[src/rtl/hdmi_video_timing.sv]
// Raster timing generator with IDLE/RUN/DRAIN sequencing and a one-stage
// registered pixel path that substitutes solid blue when the source starves.
module hdmi_video_timing #(
    parameter int   H_ACTIVE = 640,
    parameter int   H_FP     = 16,
    parameter int   H_SYNC   = 96,
    parameter int   H_BP     = 48,
    parameter int   V_ACTIVE = 480,
    parameter int   V_FP     = 10,
    parameter int   V_SYNC   = 2,
    parameter int   V_BP     = 33,
    parameter logic SYNC_POL = 1'b0
) (
    input  logic        clk_low,
    input  logic        reset,
    input  logic        enable,
    input  logic        pix_valid,
    input  logic [23:0] pix_data,
    input  logic        underflow_clr,
    output logic        pix_ready,
    output logic        frame_start,
    output logic [7:0]  red,
    output logic [7:0]  green,
    output logic [7:0]  blue,
    output logic        hsync,
    output logic        vsync,
    output logic        de,
    output logic [11:0] x,
    output logic [11:0] y,
    output logic        underflow
);

    localparam logic [11:0] H_ACT     = 12'(H_ACTIVE);
    localparam logic [11:0] H_S_START = 12'(H_ACTIVE + H_FP);
    localparam logic [11:0] H_S_END   = 12'(H_ACTIVE + H_FP + H_SYNC);
    localparam logic [11:0] H_LAST    = 12'(H_ACTIVE + H_FP + H_SYNC + H_BP - 1);
    localparam logic [11:0] V_ACT     = 12'(V_ACTIVE);
    localparam logic [11:0] V_S_START = 12'(V_ACTIVE + V_FP);
    localparam logic [11:0] V_S_END   = 12'(V_ACTIVE + V_FP + V_SYNC);
    localparam logic [11:0] V_LAST    = 12'(V_ACTIVE + V_FP + V_SYNC + V_BP - 1);

    typedef enum logic [1:0] {
        ST_IDLE  = 2'd0,
        ST_RUN   = 2'd1,
        ST_DRAIN = 2'd2
    } state_t;

    state_t      r_state;
    logic [11:0] r_h_cnt;
    logic [11:0] r_v_cnt;
    logic [23:0] r_rgb;
    logic        r_hsync;
    logic        r_vsync;
    logic        r_de;
    logic [11:0] r_x;
    logic [11:0] r_y;
    logic        r_underflow;

    logic w_running;
    logic w_h_last;
    logic w_frame_last;
    logic w_pix_ready;
    logic w_frame_start;
    logic w_hsync_on;
    logic w_vsync_on;
    logic w_starve;

    // Region decode and handshake; ready is gated by reset so nothing is consumed during it.
    always_comb begin
        w_running     = (r_state == ST_RUN) || (r_state == ST_DRAIN);
        w_h_last      = (r_h_cnt == H_LAST);
        w_frame_last  = w_h_last && (r_v_cnt == V_LAST);
        w_pix_ready   = !reset && w_running && (r_h_cnt < H_ACT) && (r_v_cnt < V_ACT);
        w_frame_start = w_pix_ready && (r_h_cnt == 12'd0) && (r_v_cnt == 12'd0);
        w_hsync_on    = w_running && (r_h_cnt >= H_S_START) && (r_h_cnt < H_S_END);
        w_vsync_on    = w_running && (r_v_cnt >= V_S_START) && (r_v_cnt < V_S_END);
        w_starve      = w_pix_ready && !pix_valid;
    end

    // Sequencer and raster counters; DRAIN only returns to IDLE on the frame's last slot.
    always_ff @(posedge clk_low) begin
        if (reset) begin
            r_state <= ST_IDLE;
            r_h_cnt <= 12'd0;
            r_v_cnt <= 12'd0;
        end else begin
            case (r_state)
                ST_IDLE: begin
                    r_h_cnt <= 12'd0;
                    r_v_cnt <= 12'd0;
                    r_state <= enable ? ST_RUN : ST_IDLE;
                end
                ST_RUN, ST_DRAIN: begin
                    if (w_h_last) begin
                        r_h_cnt <= 12'd0;
                        r_v_cnt <= (r_v_cnt == V_LAST) ? 12'd0 : r_v_cnt + 12'd1;
                    end else begin
                        r_h_cnt <= r_h_cnt + 12'd1;
                        r_v_cnt <= r_v_cnt;
                    end
                    if (enable) begin
                        r_state <= ST_RUN;
                    end else if ((r_state == ST_DRAIN) && w_frame_last) begin
                        r_state <= ST_IDLE;
                    end else begin
                        r_state <= ST_DRAIN;
                    end
                end
                default: begin
                    r_state <= ST_IDLE;
                    r_h_cnt <= 12'd0;
                    r_v_cnt <= 12'd0;
                end
            endcase
        end
    end

    // Output stage: everything here lags the counters by one cycle.
    always_ff @(posedge clk_low) begin
        if (reset) begin
            r_rgb       <= 24'd0;
            r_de        <= 1'b0;
            r_hsync     <= ~SYNC_POL;
            r_vsync     <= ~SYNC_POL;
            r_x         <= 12'd0;
            r_y         <= 12'd0;
            r_underflow <= 1'b0;
        end else begin
            if (w_pix_ready && pix_valid) begin
                r_rgb <= pix_data;
            end else if (w_starve) begin
                r_rgb <= 24'h0000FF;
            end else begin
                r_rgb <= 24'd0;
            end
            r_de    <= w_pix_ready;
            r_hsync <= w_hsync_on ? SYNC_POL : ~SYNC_POL;
            r_vsync <= w_vsync_on ? SYNC_POL : ~SYNC_POL;
            r_x     <= w_running ? r_h_cnt : 12'd0;
            r_y     <= w_running ? r_v_cnt : 12'd0;
            // A fresh starvation outranks a coincident clear.
            if (w_starve) begin
                r_underflow <= 1'b1;
            end else if (underflow_clr) begin
                r_underflow <= 1'b0;
            end else begin
                r_underflow <= r_underflow;
            end
        end
    end

    assign pix_ready   = w_pix_ready;
    assign frame_start = w_frame_start;
    assign red         = r_rgb[23:16];
    assign green       = r_rgb[15:8];
    assign blue        = r_rgb[7:0];
    assign hsync       = r_hsync;
    assign vsync       = r_vsync;
    assign de          = r_de;
    assign x           = r_x;
    assign y           = r_y;
    assign underflow   = r_underflow;

endmodule
[config.mk]
export PLATFORM = sky130hd
export DESIGN_NAME = hdmi_video_timing
export DESIGN_NICKNAME = d
export VERILOG_FILES = /design/src/rtl/hdmi_video_timing.sv
export SDC_FILE = /design/constraint.sdc
export NUM_CORES = 1
export LEC_CHECK = 0
export ABC_AREA = 1
export BUFFER_PORTS_ARGS = -buffer_cell sky130_fd_sc_hd__buf_2
export CAP_MARGIN = 20
export CORE_MARGIN = 2
export CORE_UTILIZATION = 55
export DETAILED_ROUTE_END_ITERATION = 12
export PLACE_DENSITY = 0.83
export SETUP_SLACK_MARGIN = 0.1
export SYNTH_ARGS = -nofsm -noshare
export SYNTH_HDL_FRONTEND = slang
export SYNTH_SLANG_ARGS = --single-unit
[constraint.sdc]
create_clock -name clk_low -period 2.61 [get_ports clk_low]
set_input_delay 0.522 -clock clk_low [delete_from_list [all_inputs] [get_ports clk_low]]
set_output_delay 0.522 -clock clk_low [all_outputs]
set_load 0.01 [all_outputs]
==> results of run 1 <==
## cell families (layout without fill, tap and decap cells)
| group | count (synthesis) | count (layout) | synth area share, % |
|---|---|---|---|
| buffers and inverters | 69 | 163 | 9.16 |
| DFF | 78 | 78 | 49.9 |
| xor gates and xnor gates | 10 | 10 | 2.80 |
| and+or+nand+nor | 211 | 211 | 33.0 |
| adders and majority gates | 7 | 7 | 2.80 |
| AOI/OAI and AO/OA | 14 | 14 | 2.28 |
## metal layers
metal  track usage (%)  up-vias  part of all wire [%]
met5                 0        -                     0
met4              14.3        0                   3.0
met3              5.09       18                   7.6
met2              38.3      104                    49
met1              25.6     1210                    41
li1                  -     1368                     -
## Yosys cell counts
cell type	number
nor2_1	85
dfxtp_1	78
nand2_1	62
inv_1	57
nand3_1	22
nor2_4	13
xor2_1	9
a21oi_1	8
ha_1	7
nand4_1	6
inv_2	5
nor3_1	5
o21ai_0	5
nor3b_1	4
clkbuf_1	3
nand2_2	3
nor2_2	3
nor4_1	2
a31oi_1	1
buf_12	1
buf_4	1
clkinv_1	1
inv_8	1
nand2_4	1
nand2_8	1
nand3_2	1
nand3_4	1
nand3b_2	1
nand4_2	1
xnor2_1	1
## final timing paths
path                             startpoint     endpoint  slack (ns)
worst max-delay path             r_state[0]  frame_start        0.25
worst min-delay path            pix_data[0]     r_rgb[0]        0.36
worst max register to register   r_state[0]   r_v_cnt[2]        0.69
worst min register to register    underflow    underflow        0.46
## through the flow
stage	setup slack (ns)	util, %	std cells
6_report	0.248	69.3	555
5_1_grt	0.125	69.3	555
4_1_cts	0.171	69.1	555
3_5_place_dp	0.554	65.3	539
3_3_place_gp	0.619	65.3	539
2_1_floorplan	0.743	-	389
## critical path, stage by stage (launching register included)
cell and delay [ns]:
dfxtp_1 0.34, inv_1 0.07, ha_1 0.29, inv_1 0.05, nor2_2 0.15, nand3_2 0.12, nor2_4 0.14, nand2_4 0.09
nor2_1 0.10, buf_2 0.14
## sequential cells by signal (all words and copies together) (netlist names)
signal     cells
vsync          1
underflow      1
r_state        2
r_rgb         24
y             12
r_h_cnt       12
hsync          1
de             1
x             12
r_v_cnt       12
## power by group
group | switching [µW] | internal [µW]
Combinational | 77.3 | 47.3
Sequential | 6.31 | 1210
Clock | 446 | 472
Total | 530 | 1730
## cell type report
cell class / count / area, µm² / share of cell area [%]
Tap cell: 72 / 90.1 / 2.36
Multi-Input combinational cell: 242 / 1290 / 33.8
Clock buffer: 10 / 138 / 3.61
Clock inverter: 6 / 68.8 / 1.80
Inverter: 64 / 248 / 6.50
Sequential cell: 78 / 1560 / 40.9
Timing Repair Buffer: 83 / 418 / 11.0
## repair_timing
action / in CTS / in global routing
gates resized for setup: 0 / 2
endpoints found under the hold margin: 0 / 0
setup endpoints to repair: 0 / 2
==> reports/results.ini, run 1 <==
[status]
outcome=finished clean

[logic_synthesis]
yosysTopAreaCell=dfxtp_1
yosys.cell_types.count=30
synth_warnings=0
seq_area_frac_synth_pct=49.9
synth_area_mm2=0.00313
synth_area_leaders=dfxtp_1 50%, nor2_1 10%, nand2_1 7.4%
synth_nets=425
syn_avg_cell_area_um2=8.04
netlist_instances=389
netlist.area_leader.share_pct=49.9
synth_seq_cells=78

[detailed_routing]
drc=0
wl_per_cell_um=12.3
dr.pass1.iters=4
drtIter0Drc=133
vias=2700
finalWirelength_um=6840
ant_nets=0
via_per_inst=4.86

[final_layout]
layout_common_cells=85 x nor2_1, 82 x buf_2, 78 x dfxtp_1, 62 x nand2_1, 57 x inv_1
nets=514
diodes=0
final_layout_size_suffix_gt1_share_pct=27.1
final_area_mm2=0.00381
area_growth_pct=21.9
fillers=452
layout_commonest_cell=nor2_1

[place]
postPlaceCellArea_mm2=0.00360
hpwl_um=5020
routabilityCongestion=0.893
port_buffers=82

[clocking]
tritoncts=done
cts_sinks=78
cts-htree-levels=3
clock_path_buffers=2
cts_root_buffer=clkbuf_8
worstSkewPairLatency_ns=0.35
hold_buffers=0
path_clk_slew_ns=0.08
cts_setup_buffers=0
cts_made_buffers=9

[setup_path]
cp-start-kind=flip-flop
crit_required_ns=2.09
ff2ff_path_depth=8
crit_path_end_kind=output pin
critPathKind=reg -> out
cp_max_fo=3
cp.arrival_ns=1.84

[timing]
period_share_pct=90.5
tightest_slew_ns=0.475
maxSlewViolCount=0
relSlewSlack_pct=68.2
fmax_mhz=423
timing.setup.tns_ns=0
skew_ns=0.00781
holdWs_ns=0.362
hold_viol=0
rsz0062_at_grt=no
period_minus_slack_ns=2.36
setup-violations-final=0

[power]
leakagePower_uw=0.00181
p_total_uw=2260
p_per_area_mw_per_mm2=592
ir_drop_v=0.000306

[min_path]
hold_depth=3
hold_path_class=in -> reg

[grt]
grt_start_max_net_pins=19
track_usage_pct=22.6
grt_pass1_vias=2574
grt_pass1_wl_um=10900
antenna_found_initial=0
grt_overflow=0

[die]
ioPinCount=83
die_w_um=79.4
start_util_pct=56.8
dieArea_mm2=0.00631
core_area_mm2=0.00551
die_y_um=79.4
rows=27

[run]
max-cap-violations=0

Note: power is estimated with default switching activity, not from simulation.
==> inputs of run 2 (changes only) <==
- CORE_UTILIZATION: 55 -> 52
- PLACE_DENSITY: 0.83 -> 0.79
- SKIP_LAST_GASP: default -> 1
- clock period: 2.61 -> 2.4 ns (I/O delays scaled with it)
==> reports/results.ini, run 2 (synthesis gave the netlist of run 1 again) <==
[place]
routabilityCongestion=0.888
postPlaceCellArea_mm2=0.00361
port_buffers=82
hpwl_um=5100

[grt]
antenna_found_initial=0
grt_pass1_vias=2361
grt_start_max_net_pins=17
grt_overflow=0
track_usage_pct=21.7
grt_pass1_wl_um=10800

[detailed_routing]
dr.max_layer_used=met4
via_per_inst=4.76
vias=2693
finalWirelength_um=6940
dr.pass1.iters=6
drtIter0Drc=269
wl_per_cell_um=12.3
met3_length_um=457
wl_met1_um=2950
dr_wl_met2_um=3400
ant_nets=0
drc=0

[final_layout]
final_area_mm2=0.00396
diodes=0
layout_commonest_cell=nor2_1
fillers=451
top_register=r_rgb
largest_reg_flops=24
nets=522
layout_common_cells=85 x nor2_1, 82 x buf_2, 76 x dfxtp_1, 62 x nand2_1, 55 x inv_1
area_growth_pct=26.6
final_layout_size_suffix_gt1_share_pct=29.5

[setup_path]
crit_path_end_kind=output pin
cp.arrival_ns=1.76
cp_slowest_cell=dfxtp_1
crit_required_ns=1.92
cp_max_fo=5
cp-start-kind=flip-flop
crit_family=simple AND/OR/NAND/NOR gates
critPathKind=reg -> out
critPathBufInv=2
path_cells=inv_1 > ha_1 > nand2_1 > nor4_2 > nand3_1 > nor2_1 > buf_2
slowest_delay_ns=0.36

[timing]
setup-violations-final=0
fmax_mhz=447
tightest_slew_ns=0.434
period_share_pct=93.1
holdWs_ns=0.316
period_minus_slack_ns=2.24
hold_viol=0
maxSlewViolCount=0
skew_ns=0.00927
timing.setup.tns_ns=0
relSlewSlack_pct=71.0
rsz0062_at_grt=no

[die]
die_y_um=81.6
core_area_mm2=0.00585
ioPinCount=83
die_w_um=81.6
dieArea_mm2=0.00665
start_util_pct=53.5
rows=28

[power]
p_int_uw=2110
p_switching_uw=591
clkPwrFrac_pct=45.3
p_seq_share_pct=49.0
ir_drop_v=0.000554
p_per_area_mw_per_mm2=681
combPwrFrac_pct=5.7
leakagePower_uw=0.00188
switching_share_pct=21.9

[clocking]
path_clk_slew_ns=0.08
cts-htree-levels=3
worstSkewPairLatency_ns=0.35
cts_sinks=78
cts_root_buffer=clkbuf_8
hold_buffers=0
cts_made_buffers=9
clock_path_buffers=2
tritoncts=done

[status]
outcome=finished clean

[min_path]
hold_path_class=in -> reg

[run]
max-cap-violations=0

## run 2: changes by cell type in the layout (fill, tap and decap cells not counted), sizes merged
cell and delta:
bufinv +2, buf +8, clkinv -2
## run 2: layer usage
| layer | GRT usage [%] | vias to the layer above |
|---|---|---|
| met5 | 0 | - |
| met1 | 26.8 | 1208 |
| met2 | 35.5 | 96 |
| li1 | - | 1377 |
| met3 | 6.59 | 12 |
| met4 | 8.14 | 0 |
## run 2: area by class of cell
class                   count  area (µm²)  area share [%]
inverters                  64         248            6.26
clock buffers              10         138            3.48
well taps                  75        93.8            2.37
flip-flops and latches     78        1560            39.5
clock inverters             6         118            2.97
multi-input cells         242        1320            33.4
repair buffers             91         478            12.1
## run 2: power by group through the flow
stage,Clock (µW),Sequential (µW),Combinational [µW]
3_3_place_gp,0,1350,132
3_5_place_dp,0,1350,136
2_1_floorplan,0,1360,69.5
4_1_cts,1240,1320,151
6_report,1220,1320,154
5_1_grt,1300,1320,172
## run 2: path summary, 6_finish.rpt
check | start | end | slack, ns | cells past startpoint
worst max register to register | r_state[1] | r_v_cnt[2] | 0.46 | 10
worst max-delay path | r_v_cnt[0] | frame_start | 0.16 | 7
worst min-delay path | pix_data[7] | r_rgb[7] | 0.32 | 3
worst min register to register | underflow | underflow | 0.47 | 2
## run 2: metrics by stage
stage          setup WS, ns  instances  util (%)  power, µW
2_1_floorplan         0.575        389         -       1430
3_3_place_gp          0.439        543      61.7       1480
3_5_place_dp          0.331        543      61.7       1490
4_1_cts               0.115        563      67.2       2710
5_1_grt              0.0934        566      67.7       2800
6_report              0.165        566      67.7       2700
## run 2: repair_timing
| action | in CTS | in global routing |
|---|---|---|
| pin swaps | 3 | 2 |
| gates resized for setup | 9 | 1 |
| buffers inserted | 4 | 3 |
| setup endpoints to repair | 2 | 2 |
## run 2: tightest hold or removal path, stage by stage
cell     delay, ns
buf_2         0.07
nand2_1       0.04
nand2_1       0.04
